### src/rtl/div_operand_feeder_pkg.sv
// div_operand_feeder_pkg: shared operand width default and feeder FSM state encodings
package div_operand_feeder_pkg;
  localparam int N_DEF = 10;
  localparam logic [1:0] IDLE   = 2'd0;
  localparam logic [1:0] LAUNCH = 2'd1;
  localparam logic [1:0] WAIT   = 2'd2;
endpackage

### src/rtl/div_operand_feeder_fifo.sv
// op_fifo: power-of-two FIFO with extra-MSB pointers, no bypass from pop to push
module op_fifo #(
  parameter int W     = 20,
  parameter int DEPTH = 2
) (
  input  logic         clk,
  input  logic         rst,
  input  logic         push,
  input  logic         pop,
  input  logic [W-1:0] din,
  output logic [W-1:0] dout,
  output logic         full,
  output logic         empty
);
  localparam int AW = $clog2(DEPTH);
  logic [W-1:0] mem [DEPTH];
  logic [AW:0] wp, rp;
  logic do_push, do_pop;
  assign full    = (wp[AW] != rp[AW]) && (wp[AW-1:0] == rp[AW-1:0]);
  assign empty   = wp == rp;
  assign do_push = push && !full;
  assign do_pop  = pop && !empty;
  assign dout    = mem[rp[AW-1:0]];
  always_ff @(posedge clk or posedge rst)
    if (rst) begin
      wp <= '0;
      rp <= '0;
    end else begin
      wp <= wp + (AW+1)'(do_push);
      rp <= rp + (AW+1)'(do_pop);
    end
  always_ff @(posedge clk)
    if (do_push) mem[wp[AW-1:0]] <= din;
endmodule

### src/rtl/div_operand_feeder.sv
// div_operand_feeder: buffers operand pairs and issues them one at a time to the divider, dropping b==0
module div_operand_feeder
  import div_operand_feeder_pkg::*;
#(
  parameter int N     = N_DEF,
  parameter int DEPTH = 2
) (
  input  logic         clk,
  input  logic         rst,
  input  logic         in_valid,
  output logic         in_ready,
  input  logic [N-1:0] in_a,
  input  logic [N-1:0] in_b,
  output logic         div_start,
  output logic [N-1:0] div_a,
  output logic [N-1:0] div_b,
  input  logic         div_done,
  output logic         dz_err,
  output logic         busy
);
  logic [1:0] state;
  logic [2*N-1:0] head;
  logic full, empty, pop, b_zero;
  assign in_ready  = !full && !rst;
  assign pop       = (state == IDLE) && !empty;
  assign b_zero    = head[N-1:0] == {N{1'b0}};
  assign div_start = state == LAUNCH;
  assign busy      = !empty || (state != IDLE);
  op_fifo #(.W(2*N), .DEPTH(DEPTH)) u_fifo (
    .clk   (clk),
    .rst   (rst),
    .push  (in_valid && in_ready),
    .pop   (pop),
    .din   ({in_a, in_b}),
    .dout  (head),
    .full  (full),
    .empty (empty)
  );
  always_ff @(posedge clk or posedge rst)
    if (rst) begin
      state  <= IDLE;
      div_a  <= '0;
      div_b  <= '0;
      dz_err <= 1'b0;
    end else begin
      dz_err <= pop && b_zero;
      state  <= pop ? (b_zero ? IDLE : LAUNCH) :
                (state == LAUNCH) ? WAIT :
                (state == WAIT && div_done) ? IDLE : state;
      if (pop && !b_zero) begin
        div_a <= head[2*N-1:N];
        div_b <= head[N-1:0];
      end
    end
endmodule

### config.mk
export PLATFORM = sky130hd
export DESIGN_NAME = div_operand_feeder
export DESIGN_NICKNAME = d
export VERILOG_FILES = /design/src/rtl/div_operand_feeder_pkg.sv /design/src/rtl/div_operand_feeder_fifo.sv /design/src/rtl/div_operand_feeder.sv
export SDC_FILE = /design/constraint.sdc
export NUM_CORES = 1
export LEC_CHECK = 0
export CORE_ASPECT_RATIO = 2
export CORE_UTILIZATION = 50
export DETAILED_ROUTE_END_ITERATION = 6
export PLACE_DENSITY = 0.79
export SKIP_LAST_GASP = 1
export SLEW_MARGIN = 20
export SYNTH_ARGS = -nofsm -noshare
export SYNTH_HDL_FRONTEND = slang
export SYNTH_SLANG_ARGS = --single-unit
### constraint.sdc
create_clock -name clk -period 2.1 [get_ports clk]
set_input_delay 0.42 -clock clk [delete_from_list [all_inputs] [get_ports clk]]
set_output_delay 0.42 -clock clk [all_outputs]
set_load 0.005 [all_outputs]
* After elaboration in Yosys (flattened, before gate mapping)
Memory sizes are Yosys's and may differ from the RTL's.
Index checks and enable logic that the tools add are counted.
** Operators by class
- Equal/unequal tests :: 5
- Reductions and logical operators :: 18
- Mux-type cells :: 6
- Add/sub/neg operators :: 2
** Operators by type and width (count)
- 10-bit logical NOT :: 1
- 1-bit logical AND :: 9
- 2-bit two-way mux :: 3
- 2-bit by 1-bit adder with 2-bit output :: 2
- 1-bit logical NOT :: 4
- 1-bit two-way mux :: 3
- 3-bit nonzero test :: 1
- 2-bit by 1-bit == test with 1-bit output, second input constant :: 1
- 2-bit == test :: 1
- 2-bit == test, second input constant :: 1
- 2-bit logical NOT :: 1
- 2-bit nonzero test :: 1
- 1-bit == test :: 1
- 1-bit logical OR :: 1
- 1-bit != test :: 1
** Storage, ports and cells
- Register bits :: 27
- Memories kept :: 1
- Input port bits :: 24
- RAM bits :: 40
** Memory list
- u_fifo.mem :: words 2, width 20, rd ports 1, clocked after memory_dff 0, write ports 1, RTL line div_operand_feeder_fifo.sv:16 : logic [W-1:0] mem [DEPTH];

* Depth between registers and ports, before layout
- Word-level depth :: 8
- Depth in mapped cells :: 8

* Modules after synthesis
Synthesis repeated with hierarchy kept, for this count alone.
** Second synthesis, totals
- Cells, all modules :: 144
- Area, all modules :: 2622.5 um^2
** By module, submodules not included
- op_fifo :: cells an instance 82, area each 1680.4 um^2, instances 1
- div_operand_feeder :: cells an instance 62, area each 942.2 um^2, instances 1

* Worst setup path before layout
No wires, ideal clock.
- Kind :: flip-flop to flip-flop
- Start point :: register u_fifo.rp[0]
- End point :: memory u_fifo.mem[1][0], enable pin
- Path buffers :: 1
- Data arrival time :: 1.554 ns
- Stages on the path, launching flop included :: 6
- Path slack :: 0.166 ns
- Period minus slack after synthesis :: 1.934 ns
- Data required time :: 1.720 ns
- Library setup time :: 0.380 ns
- Cell sequence :: dfrtp_1 -> buf_6 -> xnor2_1 -> a21oi_1 -> and2_1 -> ha_1
** On the way
- Longest elaborated chain between the ends :: 8
** Ends and longest elaborated chain
- from (decl) :: RTL line div_operand_feeder_fifo.sv:17 : logic [AW:0] wp, rp;
- from (signal assigned) :: RTL line div_operand_feeder_fifo.sv:30 : rp <= rp + (AW+1)'(do_pop);
- 1-bit == test :: RTL line div_operand_feeder_fifo.sv:19 : assign full = (wp[AW] != rp[AW]) && (wp[AW-1:0] == rp[AW-1:0]);
- 1-bit logical AND :: RTL line div_operand_feeder_fifo.sv:19
- 1-bit logical NOT :: RTL line div_operand_feeder.sv:24 : assign in_ready = !full && !rst;
- 1-bit logical AND :: RTL line div_operand_feeder.sv:24
- named net in_ready :: RTL line div_operand_feeder.sv:11 : output logic in_ready,
- 1-bit logical AND :: RTL line div_operand_feeder.sv:32 : .push (in_valid && in_ready),
- 1-bit logical AND :: RTL line div_operand_feeder_fifo.sv:21 : assign do_push = push && !full;
- 1-bit two-way mux :: RTL line div_operand_feeder_fifo.sv:33 : if (do_push) mem[wp[AW-1:0]] <= din;
- 1-bit two-way mux (not written as such) :: RTL line div_operand_feeder_fifo.sv:33
- to (decl) :: RTL line div_operand_feeder_fifo.sv:16
The timed path passes the listed nets, and every way through them passes these cells.

* Worst setup path after layout
- Start point :: register u_fifo.rp[0]
- End point :: register div_b[1]
** On the way
- Longest elaborated chain between the ends :: 4
- Elaborated cells between the ends (all ways) :: 7
** Ends and longest elaborated chain
- memory 2 x 20 bit or 2-bit == test (tied branches)
- 10-bit logical NOT or 1-bit logical NOT (tied branches) :: RTL line div_operand_feeder.sv:26, div_operand_feeder.sv:25
- 1-bit logical NOT or 1-bit logical AND (tied branches) :: RTL line div_operand_feeder.sv:50, div_operand_feeder.sv:25
- 1-bit logical AND :: RTL line div_operand_feeder.sv:50 : if (pop && !b_zero) begin
- to (signal assigned) :: RTL line div_operand_feeder.sv:52 : div_b <= head[N-1:0];
- to (decl) :: RTL line div_operand_feeder.sv:16 : output logic [N-1:0] div_b,
Parallel ways exist; a longest one is shown, timed or not.
A chain may end at the register's enable or synchronous reset.

==> metrics.cfg <==
[global_route]
grt_max_degree=28
antenna_found_initial=0
grt_pass1_wl_mm=7.82
grt_overflow=0
grt_pass1_vias=1656
grt_usage_pct=20.1

[setup_path]
crit_chain=buf_4 > or4_4 > o22ai_4 > o21ai_4 > buf_12 > a21oi_2 > a31oi_1
critPathBufInv=2
reg2reg_depth=7
crit_family=compound AO/OA/AOI/OAI gates
r2r-start=u_fifo.rp[0]
max_stage_delay_ns=0.55
regToRegSetupSlack_ns=0.07
crit_type=reg2reg
cp_slowest_cell=or4_4
crit_path_end_kind=flip-flop
cp.required_ns=2.28
cp_max_fo=9
r2r-end=div_b[1]
start_kind=flip-flop
critPathArrivalTime_ns=2.20

[timing]
slew_violations=0
period_needed_ns=2.03
setup_slack_ns=0.0720
finalSetupTns_ns=0
whs_ns=0.492
slew_headroom_pct=44.0
worst_slew_pin_slew_ns=0.839
hold_viol=0
fmax_ghz=0.493
fin_skew_ns=0.0106
rsz0062_at_grt=false
setup_viol=0
fin_crit_sh_pct=96.6

[placed_design]
dp_hpwl_mm=3.09
place_congestion=0.731
port_buffers=47
dp.cells=274
placed_area_um2=3210
place_ws_ns=-0.0848

[synth]
synthFlopType=edfxtp_1
yosysSeqAreaShare_pct=71.3
synthArstFlopShare_pct=40.3
synth.area.top_cells=edfxtp_1 46%, dfrtp_1 26%, mux2i_1 7.6%
netlist_instances=170
yosysMostFrequentCell=edfxtp_1
synth.net_count=197
yosysTopAreaCell=edfxtp_1
syn_area_per_cell_um2=15.5
synth_cell_types=27
yosysTopAreaCellShare_pct=45.6
synth_seq_cells=67
synth.cell_area_um2=2630
synth_edf_count=40
synth_commonest_cells=40 x edfxtp_1, 27 x dfrtp_1, 20 x mux2i_1
yosysWarnings=0

[power]
p_per_area_nw_per_um2=1420
pwr-share-comb_pct=35.4
peakVddDrop_mv=0.866
p_leak_nw=1.38
intPower_mw=3.53
swShare_pct=29.8
power.switching_mw=1.50
pwr-share-clk_pct=24.1
pwr-share-seq_pct=40.6

[min_path]
min-delay-start=div_b[7]
holdPathStages=1
min_to=div_b[7]
hp-class=reg2reg

[route]
drt-total-wl_mm=4.84
first_iter_violations=46
vias=1610
wl_per_cell_um=16.2
firstDrtPassIters=4
drc_errors=0
drtAntennaViolNets=0
vias_per_cell=5.38

[die]
die_w_um=53.3
coreArea_um2=5090
rows=37
ioPinCount=48
initial_utilization_pct=51.7
die_y_um=105
dieArea_um2=5580

[final_layout]
n_antenna_cell=0
layoutNonFillerInstCount=299
nets=263
drive_gt1_share_pct=20.3
final_cell_area_um2=3550
fillerInstances=357
syn2layout_area_growth_pct=35.0

[clocking]
cts_tree=done
insertion_delay_ns=0.33
cts_max_path_buffers=2
root_buffer=clkbuf_8
cts-htree-levels=3
cts_num_sinks=67
path_clk_slew_ns=0.07
cts_inserted_buffers=9

[run_status]
status=complete, no violations

[job]
drv_cap=0

-- state kept, by name, summed over array words and instances (netlist names) --
name	flops
dz_err	1
u_fifo.wp	2
state	2
div_b	10
div_a	10
u_fifo.mem	40
u_fifo.rp	2
-- placed cells by master (no fill, tap or decap), types with 4 or more instances in the layout --
| master | n |
|---|---|
| a21oi_1 | 9 |
| a21oi_2 | 10 |
| a31oi_1 | 18 |
| buf_4 | 15 |
| clkbuf_8 | 10 |
| clkdlybuf4s50_1 | 45 |
| dfrtp_1 | 26 |
| edfxtp_1 | 40 |
| inv_1 | 5 |
| mux2i_1 | 20 |
| nand2_1 | 4 |
| nor2_1 | 4 |
| xor2_1 | 4 |
-- per-layer routing --
| layer | vias up | share of wire [%] | track usage, % |
|---|---|---|---|
| met5 | - | 0 | 0 |
| li1 | 778 | - | - |
| met3 | 9 | 3.1 | 3.93 |
| met2 | 37 | 56 | 33.9 |
| met1 | 786 | 38 | 22.5 |
| met4 | 0 | 2.0 | 10.7 |
-- final cells by class --
| class | instances | area (µm²) | share of cell area (%) |
|---|---|---|---|
| sequential | 67 | 1880 | 52.9 |
| multi-input combinational | 88 | 707 | 19.9 |
| timing repair buffer | 65 | 641 | 18.0 |
| clock buffer | 12 | 166 | 4.68 |
| tap | 58 | 72.6 | 2.04 |
| clock inverter | 4 | 70.1 | 1.97 |
| inverter | 5 | 18.8 | 0.528 |
-- through the flow --
step | power (mW) | util, %
floorplan | 3.01 | -
global placement | 3.75 | 63.1
detailed placement | 3.82 | 63.1
CTS | 5.06 | 68.2
global route | 5.33 | 69.8
finish | 5.04 | 69.8
-- power groups by stage --
stage | clock network, mW | logic, mW | registers, mW
finish | 1.21 | 1.78 | 2.04
global route | 1.29 | 1.96 | 2.08
CTS | 1.23 | 1.78 | 2.04
detailed placement | 0 | 1.74 | 2.07
global placement | 0 | 1.69 | 2.06
floorplan | 0 | 0.970 | 2.04
-- worst reg2reg max path: stages, from the launching register on --
cell	delay [ns]
dfrtp_2	0.42
buf_4	0.16
or4_4	0.55
o22ai_4	0.21
o21ai_4	0.16
buf_12	0.18
a21oi_2	0.14
a31oi_1	0.06
-- kinds of logic (layout without fill, tap and decap cells) --
kind of cell | after synthesis | count (layout) | synth area share, %
compound gates | 43 | 44 | 11.1
xor+xnor | 5 | 5 | 1.66
fa+ha+maj | 3 | 3 | 1.43
buf+inv | 16 | 86 | 3.47
flops | 67 | 67 | 71.3
mux | 20 | 20 | 7.60
simple gates | 16 | 16 | 3.42
-- repair_timing --
item / in CTS / in global routing
pin swaps: 2 / 0
resized for setup: 4 / 2
hold buffers: 0 / 0
endpoints found under the setup margin: 22 / 21
cloned: 1 / 0
setup buffers: 1 / 7
-- how the worst max path moves through the flow --
stage | slack, ns | to | depth (start not counted) | start
floorplan | 0.17 | u_fifo.mem[1][0] | 5 | u_fifo.rp[0]
global placement | 0.02 | div_a[4] | 5 | u_fifo.mem[0][8]
detailed placement | -0.08 | div_a[5] | 5 | u_fifo.mem[0][9]
CTS | 0.009 | div_a[5] | 6 | u_fifo.rp[0]
global route | 0.004 | div_a[4] | 7 | u_fifo.rp[0]
finish | 0.07 | div_b[1] | 7 | u_fifo.rp[0]
(Power assumes the default switching activity.)
==> RTL change (same settings) <==
Reset style: synchronous (`rst`), changed in 2 clocked blocks.
--- a/src/rtl/div_operand_feeder_fifo.sv
+++ b/src/rtl/div_operand_feeder_fifo.sv
@@ -21,7 +21,7 @@
   assign do_push = push && !full;
   assign do_pop  = pop && !empty;
   assign dout    = mem[rp[AW-1:0]];
-  always_ff @(posedge clk or posedge rst)
+  always_ff @(posedge clk)
     if (rst) begin
       wp <= '0;
       rp <= '0;
--- a/src/rtl/div_operand_feeder.sv
+++ b/src/rtl/div_operand_feeder.sv
@@ -36,7 +36,7 @@
     .full  (full),
     .empty (empty)
   );
-  always_ff @(posedge clk or posedge rst)
+  always_ff @(posedge clk)
     if (rst) begin
       state  <= IDLE;
       div_a  <= '0;
Function: differs if rst is asserted again (counterexample within 4 cycles, from zero or initial values and one cycle with rst high); with rst held inactive, the same outputs for 10 cycles.
==> RTL change against the unedited design <==
Synthesized area down 3.5%; power fell by 7.7%; design area is 5.2% lower; die area fell by 3.4%; sequential cell count unchanged; core utilization fell by 0.57 points; global-route usage shrank 1.2 points; worst setup slack gained 0.018 ns; synthesized cell count grew 4.1%; routed wire length decreased by 6.3%; hold slack gained 0.026 ns; via count fell by 2.4%; critical endpoint is now in_ready.
==> RTL change: results (changes against the unedited design) <==
metric,value,unit,change
synth_cell_type_count,28,,was 27
via_count_of_the_first_global_routing_pass,1490,,was 1656
overall_global_routing_resource_usage,0.189,,was 0.201
hold_path.startpoint,state[1]$_SDFFE_PP0P_,,was div_b[7]$_DFFE_PP0P_
synth.net_count,204,,was 197
wl_met1,1790,um,was 1860 um
r2r_cells,10,,was 7
timing.clock.skew,0.00698,ns,was 0.0106 ns
total_leakage_power,1.17,nW,was 1.38 nW
synth_area_leaders,"sky130_fd_sc_hd__edfxtp_1 47%, sky130_fd_sc_hd__dfxtp_1 21%, sky130_fd_sc_hd__mux2i_1 7.5%, sky130_fd_sc_hd__a211oi_2 4.9%, sky130_fd_sc_hd__a21oi_1 4.1%",,"was sky130_fd_sc_hd__edfxtp_1 46%, sky130_fd_sc_hd__dfrtp_1 26%, sky130_fd_sc_hd__mux2i_1 7.6%, sky130_fd_sc_hd__a31oi_1 4.3%, sky130_fd_sc_hd__a21oi_2 3.3%"
slowest_delay,0.51,ns,was 0.55 ns
r2r-start,u_fifo.rp[0]$_SDFF_PP0_,,was u_fifo.rp[0]$_DFF_PP0_
cp.arrival,1.59,ns,was 2.20 ns
vdd_ir_drop_max,1.00,mV,was 0.866 mV
worst-r2r-setup-slack,0.19,ns,was 0.07 ns
run_status,finished clean,,unchanged
synth_area_per_cell,14.4,um2,was 15.5 um2
fin_worst_hold_slack,0.519,ns,was 0.492 ns
hpwlAfterDp,3110,um,was 3090 um
place_area,0.00314,mm2,was 0.00321 mm2
grt_pass1_wl,7100,um,was 7820 um
route.final.wire_length,4530,um,was 4840 um
finalWeightedCongestion,0.757,,was 0.731
global_route.usage.met2,0.309,,was 0.339
met3_usage,0.0487,,was 0.0393
synth_common_cells,"40 x sky130_fd_sc_hd__edfxtp_1, 27 x sky130_fd_sc_hd__dfxtp_1, 21 x sky130_fd_sc_hd__a21oi_1",,"was 40 x sky130_fd_sc_hd__edfxtp_1, 27 x sky130_fd_sc_hd__dfrtp_1, 20 x sky130_fd_sc_hd__mux2i_1"
drive_above_1_share,0.163,,was 0.203
r2r-end,div_b[6]$_SDFFE_PP0P_,,was div_b[1]$_DFFE_PP0P_
fin_cells,297,,was 299
hold_end,state[0]$_SDFFE_PP0P_,,was div_b[7]$_DFFE_PP0P_
synth_async_sr_flop_share,0,,was 0.403
crit_slowest_cell,sky130_fd_sc_hd__clkdlybuf4s50_1,,was sky130_fd_sc_hd__or4_4
grt_util_met1,0.213,,was 0.225
pre_cts_slack,0.138,ns,was -0.0848 ns
-- RTL change: how the worst max path moves through the flow --
stage | to | slack, ns | cells after the start
final | in_ready | 0.09 | 4
after global routing | in_ready | -0.003 | 4
after CTS | in_ready | 0.03 | 4
after detailed placement | in_ready | 0.14 | 3
after global placement | in_ready | 0.14 | 3
after floorplan | u_fifo.mem[1][0]$_DFFE_PP_ | 0.17 | 4
-- RTL change: cell families after synthesis --
| logic type | after synthesis | synth area share |
|---|---|---|
| xor+xnor | 5 | 0.0172 |
| mux | 19 | 0.0748 |
| buf+inv | 15 | 0.0286 |
| flops | 67 | 0.685 |
| compound gates | 44 | 0.129 |
| fa+ha+maj | 3 | 0.0148 |
| simple gates | 24 | 0.0507 |
-- RTL change: timing repair --
action / in CTS / in global routing
endpoints found under the hold margin: 0 / 0
buffers inserted: 2 / 1
pin swaps: 1 / 1
endpoints found under the setup margin: 2 / 2
resized for setup: 1 / 2
-- RTL change: area by class of cell --
type                    count  area (um2)
flip-flops and latches     67        1740
fillers                   365        1500
multi-input cells          95         736
repair buffers             59         613
clock buffers              10         138
well taps                  57        71.3
clock inverters             6        55.1
inverters                   3        11.3
-- RTL change: power by group through the flow --
| stage | sequential (mW) | combinational (mW) | clock [mW] |
|---|---|---|---|
| finish | 1.81 | 1.83 | 1.01 |
| global route | 1.85 | 1.98 | 1.09 |
| CTS | 1.82 | 1.82 | 1.04 |
| detailed placement | 1.84 | 1.78 | 0 |
| global placement | 1.83 | 1.74 | 0 |
| floorplan | 1.82 | 1.03 | 0 |
-- RTL change: stage by stage --
stage / setup TNS (ns) / util
after floorplan: 0 / -
after global placement: 0 / 0.646
after detailed placement: 0 / 0.646
after CTS: 0 / 0.689
after global routing: -0.00292 / 0.692
final: 0 / 0.692
